===== src/rtl/spi_pkg.sv =====
// Shared definitions for the SPI master that feeds the SPI slave/RAM wrapper.
package spi_pkg;
  localparam logic [1:0] OP_WR_ADDR = 2'b00;
  localparam logic [1:0] OP_WR_DATA = 2'b01;
  localparam logic [1:0] OP_RD_ADDR = 2'b10;
  localparam logic [1:0] OP_RD_DATA = 2'b11;

  localparam int FRAME_BITS = 10;
  localparam int DATA_BITS  = 8;
  localparam int CNT_W      = 4;

  typedef enum logic [2:0] {
    ST_IDLE,
    ST_START,
    ST_SHIFT,
    ST_WAIT_RD,
    ST_CAPTURE,
    ST_GAP
  } state_e;

  typedef struct packed {
    logic [1:0]           op;
    logic [DATA_BITS-1:0] data;
  } cmd_t;
endpackage


===== src/rtl/spi_shreg.sv =====
// Parallel-load MOSI shift register (MSB first) plus MISO shift-in path.
module spi_shreg
  import spi_pkg::*;
(
  input  logic                  clk,
  input  logic                  rst,
  input  logic                  load,
  input  logic [FRAME_BITS-1:0] load_data,
  input  logic                  shift,
  output logic                  mosi_bit,
  input  logic                  cap_en,
  input  logic                  miso,
  output logic [DATA_BITS-1:0]  rx_next
);
  logic [FRAME_BITS-1:0] tx;
  logic [DATA_BITS-2:0]  rx;

  always_ff @(posedge clk or negedge rst) begin
    if (!rst) begin
      tx <= '0;
    end else if (load) begin
      tx <= load_data;
    end else if (shift) begin
      tx <= {tx[FRAME_BITS-2:0], 1'b0};
    end
  end

  // Only 7 bits are stored; the 8th arrives on the final capture edge.
  always_ff @(posedge clk or negedge rst) begin
    if (!rst) begin
      rx <= '0;
    end else if (cap_en) begin
      rx <= rx_next[DATA_BITS-2:0];
    end
  end

  assign mosi_bit = tx[FRAME_BITS-1];
  assign rx_next  = {rx, miso};
endmodule


===== src/rtl/spi_master_ctrl.sv =====
// SPI master: turns single host commands into wrapper frames, returns read bytes.
module spi_master_ctrl
  import spi_pkg::*;
#(
  parameter int RD_LATENCY = 2,
  parameter int GAP        = 1
) (
  input  logic                 clk,
  input  logic                 rst,
  input  logic                 cmd_valid,
  output logic                 cmd_ready,
  input  logic [1:0]           cmd_op,
  input  logic [DATA_BITS-1:0] cmd_data,
  output logic                 rsp_valid,
  output logic [DATA_BITS-1:0] rsp_data,
  output logic                 busy,
  output logic                 SS_n,
  output logic                 MOSI,
  input  logic                 MISO
);
  state_e             state, nxt;
  logic [CNT_W-1:0]   cnt, cnt_nxt;
  logic [1:0]         op_q;
  logic               load, shift, cap_en, cap_done;
  logic               ss_n_d, mosi_d, tx_msb;
  logic [DATA_BITS-1:0] rx_next;
  cmd_t               cmd;

  assign cmd = '{op: cmd_op, data: cmd_data};

  function automatic logic [CNT_W-1:0] reload(input state_e s);
    case (s)
      ST_START:   reload = CNT_W'(1);
      ST_SHIFT:   reload = CNT_W'(FRAME_BITS - 1);
      ST_WAIT_RD: reload = CNT_W'(RD_LATENCY - 1);
      ST_CAPTURE: reload = CNT_W'(DATA_BITS - 1);
      ST_GAP:     reload = CNT_W'(GAP - 1);
      default:    reload = '0;
    endcase
  endfunction

  always_ff @(posedge clk or negedge rst) begin
    if (!rst) begin
      state <= ST_IDLE;
      cnt   <= '0;
      op_q  <= OP_WR_ADDR;
    end else begin
      state <= nxt;
      cnt   <= cnt_nxt;
      if (load) op_q <= cmd.op;
    end
  end

  always_comb begin
    nxt     = state;
    cnt_nxt = (cnt != '0) ? cnt - CNT_W'(1) : cnt;
    case (state)
      ST_IDLE:    if (cmd_valid) nxt = ST_START;
      ST_START:   if (cnt == '0) nxt = ST_SHIFT;
      ST_SHIFT:   if (cnt == '0) nxt = (op_q == OP_RD_DATA) ? ST_WAIT_RD : ST_GAP;
      ST_WAIT_RD: if (cnt == '0) nxt = ST_CAPTURE;
      ST_CAPTURE: if (cnt == '0) nxt = ST_GAP;
      ST_GAP:     if (cnt == '0) nxt = ST_IDLE;
      default:    nxt = ST_IDLE;
    endcase
    if (nxt != state) cnt_nxt = reload(nxt);
  end

  // Pin values are computed for the state being entered so SS_n/MOSI stay registered.
  always_comb begin
    cmd_ready = (state == ST_IDLE);
    busy      = ~cmd_ready;
    load      = cmd_ready & cmd_valid;
    shift     = (nxt == ST_SHIFT);
    cap_en    = (state == ST_CAPTURE);
    cap_done  = cap_en & (cnt == '0);
    ss_n_d    = 1'b1;
    mosi_d    = 1'b0;
    case (nxt)
      ST_START: begin
        ss_n_d = 1'b0;
        mosi_d = (state == ST_IDLE) ? cmd.op[1] : op_q[1];
      end
      ST_SHIFT: begin
        ss_n_d = 1'b0;
        mosi_d = tx_msb;
      end
      ST_WAIT_RD, ST_CAPTURE: ss_n_d = 1'b0;
      default: ;
    endcase
  end

  always_ff @(posedge clk or negedge rst) begin
    if (!rst) begin
      SS_n      <= 1'b1;
      MOSI      <= 1'b0;
      rsp_valid <= 1'b0;
      rsp_data  <= '0;
    end else begin
      SS_n      <= ss_n_d;
      MOSI      <= mosi_d;
      rsp_valid <= cap_done;
      if (cap_done) rsp_data <= rx_next;
    end
  end

  spi_shreg u_shreg (
    .clk      (clk),
    .rst      (rst),
    .load     (load),
    .load_data(cmd),
    .shift    (shift),
    .mosi_bit (tx_msb),
    .cap_en   (cap_en),
    .miso     (MISO),
    .rx_next  (rx_next)
  );
endmodule

===== config.mk =====
export PLATFORM = sky130hd
export DESIGN_NAME = spi_master_ctrl
export DESIGN_NICKNAME = d
export VERILOG_FILES = /design/src/rtl/spi_pkg.sv /design/src/rtl/spi_shreg.sv /design/src/rtl/spi_master_ctrl.sv
export SDC_FILE = /design/constraint.sdc
export NUM_CORES = 1
export LEC_CHECK = 0
export CORE_MARGIN = 3
export CORE_UTILIZATION = 35
export CTS_CLUSTER_SIZE = 14
export DETAILED_ROUTE_END_ITERATION = 12
export PLACE_DENSITY = 0.63
export SLEW_MARGIN = 0
export SYNTH_ARGS = -nofsm -noshare
export SYNTH_HDL_FRONTEND = slang
export SYNTH_HIERARCHICAL = 1
export SYNTH_SLANG_ARGS = --single-unit

===== constraint.sdc =====
create_clock -name clk -period 2.3 [get_ports clk]
set_input_delay 0.23 -clock clk [delete_from_list [all_inputs] [get_ports clk]]
set_output_delay 0.23 -clock clk [all_outputs]
set_load 0.1 [all_outputs]

Word level (Yosys, flattened, before mapping):

Index checks and enable logic that the tools add are counted.

* latch bits: 0
* output and inout bits: 13
* memory bits (writable): 0
* bits of input ports: 14
* bits in read-only memories: 0
* memories: 0
* bits in registers: 37

* mux-type cells: 16
* reductions and logical operators: 7
* divide/modulo/power cells: 0
* shift operators: 0
* order comparisons: 0
* eq/ne operators: 11
* multiply operators: 0
* bitwise operators: 3
* add/subtract/negate cells: 1

Operators with widths (count)
* 3-bit two-way mux: 7
* 10-bit two-way mux: 2
* 3-bit case mux with 6 select lines: 1
* 3-bit by 2-bit equality test with 1-bit output (second input constant): 4
* 4-bit case mux with 3 select lines: 1
* 3-bit equality test (second input constant): 3
* 4-bit two-way mux: 2
* 3-bit by 1-bit equality test with 1-bit output (second input constant): 2
* 4-bit logical NOT: 1
* 2-bit nonzero test: 2
* 4-bit nonzero test: 1
* 4-bit OR reduction: 1
* 4-bit by 1-bit subtractor with 4-bit output (second input constant): 1
* 3-bit logical NOT: 1
* 3-bit inequality test: 1
* 1-bit AND: 2
* 2-bit equality test (second input constant): 1
* 1-bit two-way mux: 2
* 1-bit case mux with 2 select lines: 1
* 2-bit OR reduction: 1
* 1-bit NOT: 1

Depth between registers and ports, before layout:

Gate-level depths: netlist of the first run.

* word-level depth: 8
* depth in mapped cells: 8
* gate-level depth less buffers: 7

Modules after synthesis:

The synthesis of the first run kept the hierarchy.

Modules (own cells, without submodules)
* spi_master_ctrl: cells each 92, sequential area each 501.7 µm², area each 1032.2 µm², instances 1
* spi_shreg: cells each 59, sequential area each 425.4 µm², area each 737.0 µm², instances 1

Worst setup path before layout of the first run:

No wires, ideal clock.

* path type: reg-to-reg
* from: reg state[1]
* to: reg MOSI
* arrival time: 2.289 ns
* stages on the path, launching flop included: 6
* buffers on the path: 0
* clock period less this slack: 2.410 ns
* setup slack: -0.110 ns
* cells stage by stage: dfrtp_1 -> or3_1 -> inv_1 -> nand2_1 -> nand3_1 -> a22o_1

* longest elaborated chain between the ends: 4

RTL lines
* from (decl): line spi_master_ctrl.sv:21 `state_e state, nxt;`
* from (signal assigned): line spi_master_ctrl.sv:48 `state <= nxt;`
* 3-bit logical NOT (*)
* net cmd_ready: line spi_master_ctrl.sv:11 `output logic cmd_ready,`
* 3-bit case mux with 6 select lines: line spi_master_ctrl.sv:57 `case (state)`
* 3-bit by 2-bit equality test with 1-bit output or 3-bit by 1-bit equality test with 1-bit output (tied branches): line spi_master_ctrl.sv:79 `case (nxt)`
* 1-bit case mux with 2 select lines (*): line spi_master_ctrl.sv:79
* net mosi_d: line spi_master_ctrl.sv:25 `logic ss_n_d, mosi_d, tx_msb;`
* to (signal assigned): line spi_master_ctrl.sv:101 `MOSI <= mosi_d;`
* to (decl): line spi_master_ctrl.sv:18 `output logic MOSI,`

Mark *: on every way through the listed nets, which the timed path passes. The rest lies on a longest branch.
A chain may end at the register's enable or synchronous reset.

Final worst setup path of the first run:

* from: reg state[1]
* to: out cmd_ready

* longest elaborated chain between the ends: 1

RTL lines
* 3-bit logical NOT: line spi_master_ctrl.sv:71 `cmd_ready = (state == ST_IDLE);`
* to (decl): line spi_master_ctrl.sv:11

No other way between the ends.

==> results of run 1 <==
[cells by family (layout without fill, tap and decap cells)]
kind of cell | Yosys count | after routing | share of synthesized area
multiplexers | 28 | 28 | 0.170
adder cells (fa/ha/maj) | 1 | 1 | 0.00707
AO/OA/AOI/OAI | 29 | 29 | 0.115
buffers and inverters | 15 | 46 | 0.0502
XOR/XNOR | 2 | 2 | 0.00990
flip-flops | 37 | 37 | 0.524
AND/OR/NAND/NOR | 39 | 39 | 0.123
[worst max-delay path, delay by kind of cell, from the launching register on]
family	cells	cell delay (ns)
buffers and inverters	2	0.33
AND/OR/NAND/NOR	1	0.56
flip-flops	1	0.58
[per-layer routing]
| metal | global-route usage | vias to the layer above | share of wire |
|---|---|---|---|
| met1 | 0.156 | 590 | 0.46 |
| met5 | 0 | - | 0 |
| met2 | 0.203 | 28 | 0.48 |
| li1 | - | 591 | - |
| met3 | 0.0376 | 4 | 0.050 |
| met4 | 0.0498 | 0 | 0.0080 |
[sequential cells by signal, summed over array words and instances, names as in the netlist]
register    count
u_shreg/tx     10
rsp_data        8
u_shreg/rx      7
cnt             4
state           3
op_q            2
MOSI            1
SS_n            1
rsp_valid       1
[per-stage QoR]
stage | cell area [sq um] | setup WS [ns] | util | cells
2_1_floorplan | 1770 | 0.0488 | - | 151
3_3_place_gp | 2070 | 0.453 | 0.430 | 241
3_5_place_dp | 2070 | 0.406 | 0.430 | 241
4_1_cts | 2190 | 0.322 | 0.454 | 249
5_1_grt | 2190 | 0.213 | 0.454 | 249
6_report | 2190 | 0.322 | 0.454 | 249
[final timing paths]
kind                             start  slack [ns]            end
min                                rst        0.36  u_shreg/tx[9]
min in group clk           cmd_data[7]        0.49  u_shreg/tx[7]
max                           state[1]        0.32      cmd_ready
min reg2reg                rsp_data[6]        0.52    rsp_data[6]
max in group asynchronous          rst        1.57           SS_n
max reg2reg                     cnt[0]        0.40  u_shreg/tx[1]
[report_power, final]
group          switching [mW]  total, mW  internal (mW)
clock                   0.229      0.554          0.325
combinational           0.548      0.974          0.427
sequential              0.178       1.02          0.840
[placed cells by master, fill, tap and decap left out, types with 2 or more instances in the layout]
cell type / count
buf_4: 18
inv_1: 6
nor2_1: 7
o21ai_1: 10
xnor2_1: 2
dfrtp_1: 36
clkbuf_8: 5
mux2_2: 17
nand3_1: 2
nand2_1: 14
o21ai_0: 3
a21oi_1: 5
clkdlybuf4s50_1: 13
o211ai_1: 2
mux2i_1: 11
nor3_1: 3
[cell type report]
class | count | area share
Tap cell | 67 | 0.0384
Multi-Input combinational cell | 99 | 0.345
Sequential cell | 37 | 0.424
Clock buffer | 5 | 0.0315
Inverter | 6 | 0.0103
Clock inverter | 3 | 0.0200
Timing Repair Buffer | 32 | 0.131
==> results.ini, run 1 <==
[job]
maxCapViolCount=0

[place]
place.gp.congestion=0.783
hpwl_mm=2.45
port_buffers=26

[drt]
viasPerCell=4.87
routedWlPerCell_um=13.5
drtAntennaViolNets=0
drcViolationCount=0
dr.pass1.iters=4
routed_wl_mm=3.36
drt_iter0_drc=97
vias=1213

[floorplan]
dieArea_sq_um=5940
die_h_um=77.1
rows=25
initial_core_util=0.367
pin_count=27
core_area_sq_um=4820
die_x_um=77.1

[clocking]
clkSlewWorstSetupHoldPaths_ns=0.08
clock_sinks=37
cts_root_buffer=clkbuf_8
cts_buffers=5
clkLatencyLatePin_ns=0.29
cts_tree=yes
post_cts.repair.setup_buffers=0
cts_max_level=2
cts.path.max_buffers=2
cts_hold_buffers=0
ctsResizeCount=0

[sta]
slew_viol_final=0
hold_viol_final=0
worst_pin_slew_ns=0.528
finalCriticalPeriod_ns=1.98
max_freq_mhz=505
rsz0062_at_grt=no
fin_crit_sh=0.860
whs_ns=0.362
setup_viol=0
slew_headroom=0.648
skew_ns=0.0120
fin_tns_setup_ns=0

[layout]
multiInputGateArea_sq_um=754
area_delta_synth_final_pct=23.6
num_antenna_cells=0
fill_cells=467
drive_above_1_share=0.291
final_nets=196
layout.area.seq_sq_um=927

[synth]
synthMostInstantiatedCell=dfrtp_1
yosysTopAreaCell=dfrtp_1
synth_common_cells=dfrtp_1 (36), mux2_2 (17), nand2_1 (14)
ys_ff_latch=37
synth_top_area_share=0.509
synthesis.area_sq_um=1770
yosys-top-cells-area=dfrtp_1 (51%), mux2_2 (11%), mux2i_1 (6.2%), nand2_1 (3.0%), o21ai_1 (2.8%)
synth-seq-area-share=0.524
synth-main-ff-cell=dfrtp_1
synthCells=151
synth_nets=166
yosys_warnings=6
synth-edff-count=0
synth.avg_cell_area_sq_um=11.7
synth.distinct_cells=41
async_flop_share=1.00

[hold_path]
hold_class=input port to async pin

[critical_path]
crit_chain=or3_2 > inv_1 > buf_12
criticalPathCategory=flip-flop to output port
slowest_stage=dfrtp_1
crit_required_ns=2.07
cp-start-kind=flip-flop
crit_fanout=15
endpoint_kind=output port
cpPeakStageDelay_ns=0.58
arrival_ns=1.75
reg2reg_depth=8

[global_routing]
grt_pass1_wl_mm=5.95
grt_pass1_vias=1250
antenna_found_initial=0
grt_overflow=0
grt_util_all_layers=0.125
grt_max_degree=38

[power_and_ir_drop]
ir_drop_uv=526
power_density_nw_per_um2=1170
leakage_nw=0.990
total_power_mw=2.55

[run_status]
outcome=finished, final reports clean

(Power assumes the default switching activity.)
==> run 2, diff against run 1 <==
Settings changed: ABC_AREA set to 1, PLACE_DENSITY 0.63 to unset.
Clock period 2.3 ns to 1.7 ns, I/O delays scaled along.
==> results.ini, run 2 <==
[critical_path]
endpoint_kind=flip-flop
crit_fanout=6  ; -9
cp-start-kind=flip-flop
criticalPathCategory=flip-flop to flip-flop
arrival_ns=1.82  ; +0.07 ns
crit_required_ns=1.87  ; -0.20 ns

[sta]
rsz0062_at_grt=yes
finalCriticalPeriod_ns=1.65
skew_ns=0.00424  ; -0.00773 ns
worst_pin_slew_ns=0.471  ; -0.0571 ns
hold_viol_final=0  ; unchanged
slew_headroom=0.686  ; +0.0381
fin_crit_sh=0.968
setup_viol=0  ; unchanged
whs_ns=0.407  ; +0.0457 ns
max_freq_mhz=608
worst_slack_ns=0.0541  ; -0.268 ns
fin_tns_setup_ns=0  ; unchanged
slew_viol_final=0  ; unchanged

[floorplan]
rows=25  ; unchanged
initial_core_util=0.369  ; +0.00135
dieArea_sq_um=5930  ; -0.26%
die_h_um=77.0  ; -0.13%
die_x_um=77.0  ; -0.13%
pin_count=27  ; unchanged
core_area_sq_um=4790  ; -0.65%

[synth]
synth.avg_cell_area_sq_um=8.36  ; -29%
synth.distinct_cells=26  ; -37%
yosysTopAreaCell=dfrtp_1
synth-seq-area-share=0.526  ; +0.00149
synth_common_cells=nand2_1 (74), dfrtp_1 (36), nand3_1 (30)
synth_top_area_share=0.511  ; +0.00144
synthCells=211  ; +40%
synthesis.area_sq_um=1760  ; -0.28%
synth_nets=226  ; +36%
async_flop_share=1.00  ; unchanged
synth-main-ff-cell=dfrtp_1
synthMostInstantiatedCell=nand2_1
synth-edff-count=0  ; unchanged
yosys_warnings=6  ; unchanged
yosys-top-cells-area=dfrtp_1 (51%), nand2_1 (16%), nand3_1 (8.5%), inv_1 (3.6%), nor2_1 (2.1%)
ys_ff_latch=37  ; unchanged

[place]
place.gp.congestion=0.778  ; -0.65%
port_buffers=26  ; unchanged
hpwl_mm=2.56  ; +4.6%
pre_cts_slack_ns=-0.0985  ; -0.505 ns

[clocking]
clkLatencyLatePin_ns=0.29  ; about the same
clkSlewWorstSetupHoldPaths_ns=0.08  ; about the same
cts_buffers=5  ; unchanged
clock_sinks=37  ; unchanged
cts_tree=yes
cts.path.max_buffers=2  ; unchanged
cts_max_level=2  ; unchanged
cts_root_buffer=clkbuf_8

[global_routing]
grt_overflow=0  ; unchanged
grt_pass1_vias=1402  ; +12%
antenna_found_initial=0  ; unchanged
grt_pass1_wl_mm=6.22  ; +4.5%
grt_util_all_layers=0.131  ; +0.00590
grt_max_degree=38  ; unchanged

[layout]
final_common_cell=nand2_1
top_regs=u_shreg/tx x10, rsp_data x8, u_shreg/rx x7
drive_above_1_share=0.313  ; +0.0222
final_cell_mix=nand2_1 (68), dfrtp_1 (34), buf_4 (33)
largest_register=u_shreg/tx
fill_cells=466  ; -0.21%
utilization=0.521  ; +0.0675
final_nets=282  ; +44%
area_delta_synth_final_pct=41.4
num_antenna_cells=0  ; unchanged
largest_reg_flops=10  ; unchanged

[drt]
vias=1465  ; +21%
routed_wl_mm=3.65  ; +8.7%
routedWlPerCell_um=10.9  ; -19%
dr.pass1.iters=4  ; unchanged
viasPerCell=4.37  ; -10%
drtAntennaViolNets=0  ; unchanged
drt_iter0_drc=82  ; -15%
drcViolationCount=0  ; unchanged

[run_status]
outcome=finished, final reports clean

[hold_path]
hold_class=input port to flip-flop

[job]
maxCapViolCount=0  ; unchanged

==> run 2: cells by family (layout without fill, tap and decap cells) <==
logic type                 count (synthesis)  count (layout)  share of synthesized area
AOI/OAI and AO/OA                         17              17                     0.0596
xor gates and xnor gates                   2               2                    0.00993
adders and majority gates                  1               1                    0.00709
buffers and inverters                     30              86                     0.0766
DFF                                       37              37                      0.526
and+or+nand+nor                          124             125                      0.321
==> run 2: repair_timing <==
action	in CTS	in global routing
setup buffers	0	7
endpoints found under the setup margin	10	13
resized for setup	2	13
gates cloned	1	0
pin swaps	1	8
hold buffers	1	0
hold endpoints to repair	36	0
==> run 2: routing by layer <==
layer | track usage | wire length (um) | vias to the layer above
met1 | 0.168 | 1730 | 652
met4 | 0.0480 | 59 | 0
met3 | 0.0246 | 113 | 7
met2 | 0.220 | 1750 | 22
li1 | - | - | 784
met5 | 0 | 0 | -
==> run 2: layout make-up <==
cell class	count	area [sq um]	area share
flip-flops and latches	37	930	0.373
multi-input cells	145	783	0.314
repair buffers	52	474	0.190
inverters	26	104	0.0416
well taps	67	83.8	0.0336
clock buffers	6	82.6	0.0331
clock inverters	2	37.5	0.0150
==> run 2: stage by stage <==
step | std cells | cell area, sq um
global route | 335 | 2490
finish | 335 | 2490
floorplan | 211 | 1800
detailed placement | 318 | 2250
global placement | 318 | 2250
CTS | 328 | 2400
==> run 2: worst max-delay path: stages, from the launching register on <==
cell and delay, ns:
dfrtp_1 0.40, inv_2 0.08, ha_4 0.17, nand2_4 0.07, nor2_4 0.18, nand2_2 0.10
nand3_4 0.07, nor2_2 0.05, nand2_2 0.07, inv_4 0.07, buf_4 0.14, nand3_1 0.08
nand3_1 0.07
==> run 2: worst paths after layout <==
check	from	end	slack [ns]	depth (start not counted)
max	cnt[0]	u_shreg/tx[8]	0.05	12
min	cmd_data[0]	u_shreg/tx[0]	0.41	3
max reg2reg	cnt[0]	u_shreg/tx[8]	0.05	12
min reg2reg	u_shreg/rx[2]	rsp_data[3]	0.47	2
max in group asynchronous	rst	SS_n	0.89	3
min in group asynchronous	rst	cnt[2]	0.44	3
Power of run 2 is not shown: default switching activity piles up to over one toggle a cycle in this logic, so the estimate is an artifact.
==> run 3, diff against run 2 <==
Settings changed: CORE_UTILIZATION 35 to 30.
==> results.ini, run 3 (synthesis results as in run 2) <==
[layout]
final_cell_mix=nand2_1 (70), dfrtp_1 (36), nand3_1 (30), buf_4 (30)
final_nets=280  ; -0.71%
top_regs=u_shreg/tx x10, rsp_data x8, u_shreg/rx x7
area_delta_synth_final_pct=39.9
final_common_cell=nand2_1
largest_reg_flops=10  ; unchanged
num_antenna_cells=0  ; unchanged
largest_register=u_shreg/tx
drive_above_1_share=0.293  ; -0.0202

[clocking]
cts.path.max_buffers=2  ; unchanged
clkSlewWorstSetupHoldPaths_ns=0.07  ; about the same
clock_sinks=37  ; unchanged
cts_root_buffer=clkbuf_8
cts_max_level=2  ; unchanged
cts_tree=yes
cts_hold_buffers=0  ; -1
clkLatencyLatePin_ns=0.29  ; about the same
cts_buffers=5  ; unchanged

[sta]
whs_ns=0.243  ; -0.165 ns
fin_tns_setup_ns=0  ; unchanged
hold_viol_final=0  ; unchanged
fin_crit_sh=0.970  ; +0.00136
worst_slack_ns=0.0518  ; -0.00231 ns
max_freq_mhz=607  ; -0.14%
setup_viol=0  ; unchanged
worst_pin_slew_ns=0.309  ; -0.162 ns
rsz0062_at_grt=yes
slew_headroom=0.794  ; +0.108
finalCriticalPeriod_ns=1.65  ; +0.00231 ns
slew_viol_final=0  ; unchanged
skew_ns=0.00383  ; -0.000407 ns

[critical_path]
reg2reg_depth=13  ; +1
cpPeakStageDelay_ns=0.39  ; about the same
crit_required_ns=1.93  ; +0.06 ns
path_common_cell=nor2_4
endpoint_kind=flip-flop
crit_fanout=6  ; unchanged
cp-start-kind=flip-flop
slowest_stage=dfrtp_1
crit_chain=inv_2 > ha_4 > nand2_4 > nor2_4 > buf_12 > nand2_8 > nand3_4 > nor2_4 > nand2_4 > inv_8 > nor2_4 > nand2_1 > nand3_1
arrival_ns=1.88  ; +0.06 ns
criticalPathCategory=flip-flop to flip-flop

[drt]
routed_wl_mm=3.74  ; +2.4%
drcViolationCount=0  ; unchanged
viasPerCell=4.41  ; +0.74%
routedWlPerCell_um=11.1  ; +1.5%
drtAntennaViolNets=0  ; unchanged
drt_iter0_drc=85  ; +3.7%
vias=1489  ; +1.6%
dr.pass1.iters=4  ; unchanged

[global_routing]
grtUsageMet3=0.0325  ; +0.00789
grt_pass1_wl_mm=6.09  ; -2.2%
grt_busiest_layer=met2
antenna_found_initial=0  ; unchanged
grt_max_degree=38  ; unchanged
grtUsageMet2=0.188  ; -0.0320
grt_overflow=0  ; unchanged
use_met1=0.149  ; -0.0196
grt_util_all_layers=0.119  ; -0.0122
grt_pass1_vias=1399  ; -0.21%

[floorplan]
initial_core_util=0.315  ; -0.0540
die_h_um=82.7  ; +7.4%
rows=27  ; +8.0%
pin_count=27  ; unchanged
core_area_sq_um=5610  ; +17%
die_x_um=82.7  ; +7.4%
dieArea_sq_um=6840  ; +15%

[place]
hpwl_mm=2.61  ; +1.9%
pre_cts_slack_ns=-0.0514  ; +0.0471 ns
port_buffers=26  ; unchanged
place.gp.congestion=0.847  ; +9.0%

[run_status]
outcome=finished, final reports clean

[job]
maxCapViolCount=0  ; unchanged

[hold_path]
hold_class=input port to async pin

run 3: cell types whose count changed in the layout (fill, tap and decap cells not counted), sizes merged:
cell           before  now
dlygate4sd3         1    0
clkbuf              6    5
clkinvlp            2    3
clkdlybuf4s50      12   13
buf                39   36
clkinv              1    4
inv                24   23
bufinv              1    0
run 3: layout make-up:
class,instances,area (sq um)
clock buffers,5,68.8
flip-flops and latches,37,927
multi-input cells,145,772
repair buffers,49,475
repair inverters,1,5.00
clock inverters,3,17.5
fillers,574,3140
well taps,72,90.1
inverters,26,113
run 3: what timing repair did:
item,4_1_cts,5_1_grt
pin swaps,1,9
gates cloned,1,1
endpoints found under the setup margin,10,16
resized for setup,1,10
setup buffers,0,4
run 3: critical path: cells and delay by family (launching register included):
family | cells | cell delay, ns
adders and majority gates | 1 | 0.17
buffers and inverters | 3 | 0.26
and+or+nand+nor | 9 | 0.76
DFF | 1 | 0.39
run 3: final timing paths:
kind,from,end,slack (ns)
max,cnt[0],u_shreg/tx[4],0.05
min,rst,u_shreg/tx[0],0.24
max reg2reg,cnt[0],u_shreg/tx[4],0.05
min reg2reg,u_shreg/rx[4],rsp_data[5],0.47
max in group asynchronous,rst,SS_n,1.20
min in group clk,cmd_data[0],u_shreg/tx[0],0.41
run 3: through the flow:
stage | instances | area [sq um] | utilization
final | 338 | 2470 | 0.440
after detailed placement | 324 | 2290 | 0.408
after global placement | 324 | 2290 | 0.408
after floorplan | 211 | 1800 | -
after global routing | 338 | 2470 | 0.440
after CTS | 333 | 2380 | 0.425
run 3: metal layers:
metal	part of all wire	routed length [um]
met4	0.019	70
met3	0.039	147
met1	0.47	1750
met2	0.47	1770
met5	0	0
Power of run 3 is left out for the same reason.
